[src/rtl/if_fetch_queue_pkg.sv]
// Shared types and constants for the instruction-fetch prefetch queue.
package if_fetch_queue_pkg;

  localparam int                   FQ_XLEN     = 32;
  localparam logic [FQ_XLEN-1:0]   FQ_RESET_PC = 32'h0000_0000;
  localparam logic [FQ_XLEN-1:0]   FQ_NOP      = 32'h0000_0013;

  // One queued fetch: the PC it was fetched from and the returned word.
  typedef struct packed {
    logic [FQ_XLEN-1:0] pc;
    logic [FQ_XLEN-1:0] instr;
  } fetch_entry_t;

endpackage

[src/rtl/fq_ring_buffer.sv]
// DEPTH-entry circular buffer of fetch entries with a single-cycle clear.
// The caller only asserts rd_en when the buffer is non-empty; clear beats
// any write or read issued in the same cycle.
module fq_ring_buffer
  import if_fetch_queue_pkg::*;
#(
  parameter int DEPTH = 4,
  localparam int PW   = $clog2(DEPTH),
  localparam int CW   = PW + 1
) (
  input  logic         clk,
  input  logic         rst,
  input  logic         clear,
  input  logic         wr_en,
  input  fetch_entry_t wr_data,
  input  logic         rd_en,
  output fetch_entry_t rd_data,
  output logic [CW-1:0] count
);

  logic [PW-1:0] head_q, head_d;
  logic [PW-1:0] tail_q, tail_d;
  logic [CW-1:0] count_q, count_d;
  fetch_entry_t  mem_q [DEPTH];

  // Next-state pointers and count; pointers wrap naturally at DEPTH (power of two).
  always_comb begin
    head_d  = head_q;
    tail_d  = tail_q;
    count_d = count_q;
    if (clear) begin
      head_d  = '0;
      tail_d  = '0;
      count_d = '0;
    end else begin
      if (wr_en) tail_d = tail_q + PW'(1);
      if (rd_en) head_d = head_q + PW'(1);
      count_d = count_q + CW'(wr_en) - CW'(rd_en);
    end
  end

  // Pointer and count registers.
  always_ff @(posedge clk or posedge rst) begin
    if (rst) begin
      head_q  <= '0;
      tail_q  <= '0;
      count_q <= '0;
    end else begin
      head_q  <= head_d;
      tail_q  <= tail_d;
      count_q <= count_d;
    end
  end

  // Storage array; contents are only meaningful where count says so.
  always_ff @(posedge clk) begin
    if (wr_en && !clear) mem_q[tail_q] <= wr_data;
  end

  assign rd_data = mem_q[head_q];
  assign count   = count_q;

  // Issue credits make a write into a full buffer impossible unless a read frees a slot.
  a_no_overflow : assert property (@(posedge clk) disable iff (rst)
    (wr_en && !clear) |-> ((count_q < CW'(DEPTH)) || rd_en));

endmodule

[src/rtl/if_fetch_queue.sv]
// Instruction-fetch front end: owns the fetch PC, issues requests to a
// 1-cycle-latency instruction memory and buffers returned words in a
// DEPTH-entry prefetch queue. In-flight requests hold a credit so a response
// always has a slot. A redirect flushes the queue and cancels the pending response.
module if_fetch_queue
  import if_fetch_queue_pkg::*;
#(
  parameter int              DEPTH    = 4,
  parameter int              XLEN     = FQ_XLEN,
  parameter logic [XLEN-1:0] RESET_PC = FQ_RESET_PC,
  localparam int             CW       = $clog2(DEPTH) + 1
) (
  input  logic            clk,
  input  logic            rst,
  output logic            imem_req,
  output logic [XLEN-1:0] imem_addr,
  input  logic [XLEN-1:0] imem_rdata,
  input  logic            redirect_valid,
  input  logic [XLEN-1:0] redirect_pc,
  input  logic            deq_ready,
  output logic            deq_valid,
  output logic [XLEN-1:0] deq_pc,
  output logic [XLEN-1:0] deq_instr,
  output logic [XLEN-1:0] fetch_pc,
  output logic [CW-1:0]   occupancy
);

  logic [XLEN-1:0] fetch_pc_q, fetch_pc_d;
  logic [XLEN-1:0] rsp_pc_q, rsp_pc_d;
  logic            rsp_valid_q, rsp_valid_d;
  fetch_entry_t    hold_q, hold_d;

  logic            deq_fire;
  logic            rb_wr_en;
  logic            occ_nz;
  logic [CW:0]     credits;
  fetch_entry_t    rb_wr_data;
  fetch_entry_t    rb_head;
  logic [CW-1:0]   rb_count;
  logic            unused_redirect_lsb;

  assign unused_redirect_lsb = ^redirect_pc[1:0];

  fq_ring_buffer #(.DEPTH(DEPTH)) u_ring (
    .clk     (clk),
    .rst     (rst),
    .clear   (redirect_valid),
    .wr_en   (rb_wr_en),
    .wr_data (rb_wr_data),
    .rd_en   (deq_fire),
    .rd_data (rb_head),
    .count   (rb_count)
  );

  // Issue decision, dequeue handshake and response write-back.
  always_comb begin
    occ_nz     = (rb_count != '0);
    deq_valid  = occ_nz && !redirect_valid;
    deq_fire   = deq_valid && deq_ready;
    credits    = {1'b0, rb_count} + (CW+1)'(rsp_valid_q) - (CW+1)'(deq_fire);
    // rst gates the request so it is low for the whole reset window, not just after the first edge.
    imem_req   = !rst && !redirect_valid && (credits < (CW+1)'(DEPTH));
    rb_wr_en   = rsp_valid_q && !redirect_valid;
    rb_wr_data = fetch_entry_t'{pc: rsp_pc_q, instr: imem_rdata};
  end

  // Next fetch PC, response tracking and the held head value shown while empty.
  always_comb begin
    fetch_pc_d  = fetch_pc_q;
    rsp_pc_d    = rsp_pc_q;
    rsp_valid_d = imem_req;
    hold_d      = occ_nz ? rb_head : hold_q;
    if (redirect_valid) begin
      fetch_pc_d = {redirect_pc[XLEN-1:2], 2'b00};
    end else if (imem_req) begin
      fetch_pc_d = fetch_pc_q + XLEN'(4);
      rsp_pc_d   = fetch_pc_q;
    end
  end

  // State registers.
  always_ff @(posedge clk or posedge rst) begin
    if (rst) begin
      fetch_pc_q  <= RESET_PC;
      rsp_pc_q    <= '0;
      rsp_valid_q <= 1'b0;
      hold_q      <= '0;
    end else begin
      fetch_pc_q  <= fetch_pc_d;
      rsp_pc_q    <= rsp_pc_d;
      rsp_valid_q <= rsp_valid_d;
      hold_q      <= hold_d;
    end
  end

  assign imem_addr = fetch_pc_q;
  assign fetch_pc  = fetch_pc_q;
  assign occupancy = rb_count;
  assign deq_pc    = occ_nz ? rb_head.pc    : hold_q.pc;
  assign deq_instr = occ_nz ? rb_head.instr : hold_q.instr;

endmodule

[config.mk]
export PLATFORM = sky130hd
export DESIGN_NAME = if_fetch_queue
export DESIGN_NICKNAME = d
export VERILOG_FILES = /design/src/rtl/if_fetch_queue_pkg.sv /design/src/rtl/fq_ring_buffer.sv /design/src/rtl/if_fetch_queue.sv
export SDC_FILE = /design/constraint.sdc
export NUM_CORES = 1
export LEC_CHECK = 0
export ABC_AREA = 1
export BUFFER_PORTS_ARGS = -buffer_cell sky130_fd_sc_hd__buf_2
export CAP_MARGIN = 15
export CORE_MARGIN = 4
export CORE_UTILIZATION = 40
export CTS_CLUSTER_SIZE = 10
export DETAILED_ROUTE_END_ITERATION = 10
export HOLD_SLACK_MARGIN = 0.06
export PLACE_DENSITY = 0.56
export SLEW_MARGIN = 30
export SYNTH_ARGS = -nofsm -noshare
export SYNTH_HDL_FRONTEND = slang
export SYNTH_HIERARCHICAL = 1
export SYNTH_SLANG_ARGS = --single-unit
[constraint.sdc]
create_clock -name clk -period 8.9 [get_ports clk]
set_input_delay 0.445 -clock clk [delete_from_list [all_inputs] [get_ports clk]]
set_output_delay 0.445 -clock clk [all_outputs]
set_load 0.03 [all_outputs]
==> results.txt <==
final worst setup slack - 5.16 ns
Num CTS Buffers - 46
Final Slew Violations - 0
CP Capture Type - output pin
crit-path cells - nor3_4 -> nor3b_1 -> ha_1 -> inv_1 -> ha_1 -> nand3_1 -> nand2_1 -> nand2_1 -> nand3_2 -> nor2_4 -> buf_4 -> buf_2
Worst EP arrival - 3.29 ns
WL per Instance - 16.0 um
dpl cell area - 18000 sq um
Die X - 213 um
post-CTS setup buffers - 0
slew margin rel. - 42.6%
CP Class - reg2out
syn_area_per_cell - 10.3 sq um
maximum vdd drop - 0.219 mV
CP Buf/Inv Count - 3
most common cell after layout, fill and taps aside - nand2_1
IO Port Bufs - 194
worst-path fanout max - 26
number of global-route vias before repair - 11000
leakage - 8.39 nW
FF+latch count, synth - 388
DR vias - 11400
clk_lat worst skew - 0.56 ns
CORE AREA - 41200 sq um
largest family of logic cells by synthesized area - simple AND/OR/NAND/NOR gates
synth warn - 6
initial core utilization - 40.9%
Syn Inst Count - 1629
layout cell share with drive strength beyond 1 - 16.9%
fin nets - 1873
Setup TNS - 0 ns
DP Worst Slack - 5.19 ns
pwr dens - 355 nW/um^2
Netlist Area Pre-Place - 16800 sq um
GRT Total Usage - 16.8%
family with the most delay on the worst path - simple AND/OR/NAND/NOR gates
Via density - 4.81
status - complete, no violations
Multi-input gate area - 4440 sq um
non-filler cells, final - 2364
Hold Crit Class - in2reg
fillers - 3897
Clk pin slew, worst setup/hold paths - 0.06 ns
sequential fraction of the synthesis area - 65.3%
row count - 74
Longest Clk Path Bufs - 3
slowest CP cell - dfrtp_1
Req. time, crit path - 8.46 ns
Die ar. - 45500 sq um
ANT cells - 0
Post-Synth Adder-Cell Area - 0.862%
Post-Synth Simple-Gate Area - 16.3%
utilization after layout - 47.1%
Synth Area in XOR/XNOR - 0.0520%
Detailed Routing Iterations Pass 1 - 5
final worst-path cycle share - 42.0%
Compound-Gate Fraction of Synth Area - 8.68%
Detailed Route Iter0 Violations - 661
Die Span Y - 213 um
H-tree depth - 2
GPL Wtd Cong - 0.886
Least-Margin Pin Slew - 0.861 ns
max capacitance violation total - 0
DRT antenna net count - 0
area growth from synthesis to layout - 15.2%
FF/Latch Area - 11000 sq um
clk sinks - 388
unique cell type count in the Yosys netlist - 33
Setup Viol. Count Final - 0
maximum clock rate - 0.267 GHz
crit-path max cell delay - 0.52 ns
Final Hold Vio Count - 0
first-pass GRT wire length - 60200 um
total wire length - 37800 um
skew final - 0.0118 ns
antenna violations before repair - 0
RSZ-0062 raised after global routing - false
CTS Root Cell - clkbuf_16
multiplexer share of the synthesized area - 0%
post-layout min period - 3.74 ns
Remaining DRCs - 0
Setup crit start kind - register
placed cells - 2274
CTS tree - done
global route overflow - 0
HPWL after DPL - 23400 um
most frequent cells in the layout - 530 x nand2_1, 256 x edfxtp_1, 194 x buf_2
io pins - 201
largest net degree at the start of global routing - 109
Design Area, Final - 19400 sq um
registers in the layout, summed over array words and instances (netlist names):
register / cells
u_ring/count: 3
rsp_valid_q: 1
u_ring/mem_q: 256
u_ring/head_q: 2
fetch_pc: 30
hold_q: 64
rsp_pc_q: 30
u_ring/tail_q: 2
stage by stage:
stage	hold WS, ns	total power, mW
floorplan	0.248	4.53
global placement	0.456	5.24
detailed placement	0.457	5.28
CTS	0.0617	7.02
global route	0.0706	7.37
finish	0.0960	6.89
logic make-up (layout without fill, tap and decap cells):
family / Yosys count / after routing
and+or+nand+nor: 682 / 682
DFF: 388 / 388
buffers and inverters: 297 / 489
AOI/OAI and AO/OA: 249 / 249
adders and majority gates: 11 / 11
other: 1 / 12
xor gates and xnor gates: 1 / 1
worst reg2reg max path, stage by stage, from the launching register on:
cell and delay, ns:
dfrtp_1 0.52, nor3_4 0.08, nor3b_1 0.50, ha_1 0.26, inv_1 0.04, ha_1 0.28
nand4_1 0.13, nand2_1 0.09, nand2_1 0.06, nand2_2 0.11, inv_2 0.05, nand2_4 0.16
buf_4 0.53, nand2_4 0.28, nand2_1 0.13, o21ai_1 0.06
path summary, 6_finish.rpt:
check / startpoint / to / slack (ns) / cells past startpoint
max: u_ring/count[1]$_DFF_PP0_ / imem_req / 5.16 / 12
min: imem_rdata[11] / u_ring/mem_q[2][11]$_DFFE_PP_ / 0.1 / 1
max reg2reg: u_ring/count[1]$_DFF_PP0_ / fetch_pc[14]$_DFFE_PP0P_ / 5.50 / 15
min reg2reg: hold_q[28]$_DFFE_PP0N_ / hold_q[28]$_DFFE_PP0N_ / 0.47 / 2
max in group asynchronous: rst / rsp_pc_q[30]$_DFFE_PP0P_ / 7.25 / 4
min in group asynchronous: rst / u_ring/count[2]$_DFF_PP0_ / 0.43 / 3
layer usage:
metal | vias up | global-route usage, % | wire length [um]
li1 | 5658 | - | -
met1 | 5376 | 22.6 | 17100
met2 | 272 | 28.0 | 17700
met3 | 58 | 3.31 | 2110
met4 | 0 | 4.57 | 856
met5 | - | 0 | 0
power by group:
group,switching [mW],total (mW),internal (mW)
Sequential,0.231,2.52,2.29
Clock,0.696,1.71,1.01
Combinational,2.01,2.67,0.664
Total,2.93,6.89,3.96
cells in the mapped netlist:
cell type,count,share of area [%]
o211ai_1,64,2.9
buf_2,26,0.77
o21ai_2,13,0.68
o21a_1,1,0.045
nor2_2,3,0.11
nor3_2,1,0.059
buf_6,23,1.5
ha_1,10,0.74
buf_8,2,0.18
nand3_1,75,2.2
o21ai_1,57,1.7
dfrtp_1,132,20
o21bai_1,2,0.089
inv_2,6,0.13
fa_1,1,0.12
nand2_1,530,12
o21ai_0,38,1.1
conb_1,1,0.022
nand2_4,2,0.13
nor2_4,3,0.20
nand2_2,3,0.11
nand4_1,3,0.11
nor3b_1,1,0.045
nand3_2,1,0.059
clkbuf_1,14,0.31
edfxtp_1,256,46
xor2_1,1,0.052
nor2_1,57,1.3
or2_2,3,0.11
buf_4,38,1.7
inv_1,182,4.1
clkbuf_2,6,0.18
a21oi_1,74,2.2
repair_timing:
| item | 4_1_cts | 5_1_grt |
|---|---|---|
| hold buffers | 3 | 0 |
| endpoints found under the setup margin | 0 | 0 |
| hold endpoints to repair | 74 | 0 |
| resized for setup | 0 | 0 |
area by class of cell:
type	count	share of cell area, %
multi-input combinational	955	22.9
tap	532	3.43
inverter	188	3.66
clock buffer	80	6.85
timing repair buffer	215	6.27
sequential	388	56.7
clock inverter	6	0.239
Power figures use the tool's default switching activity.
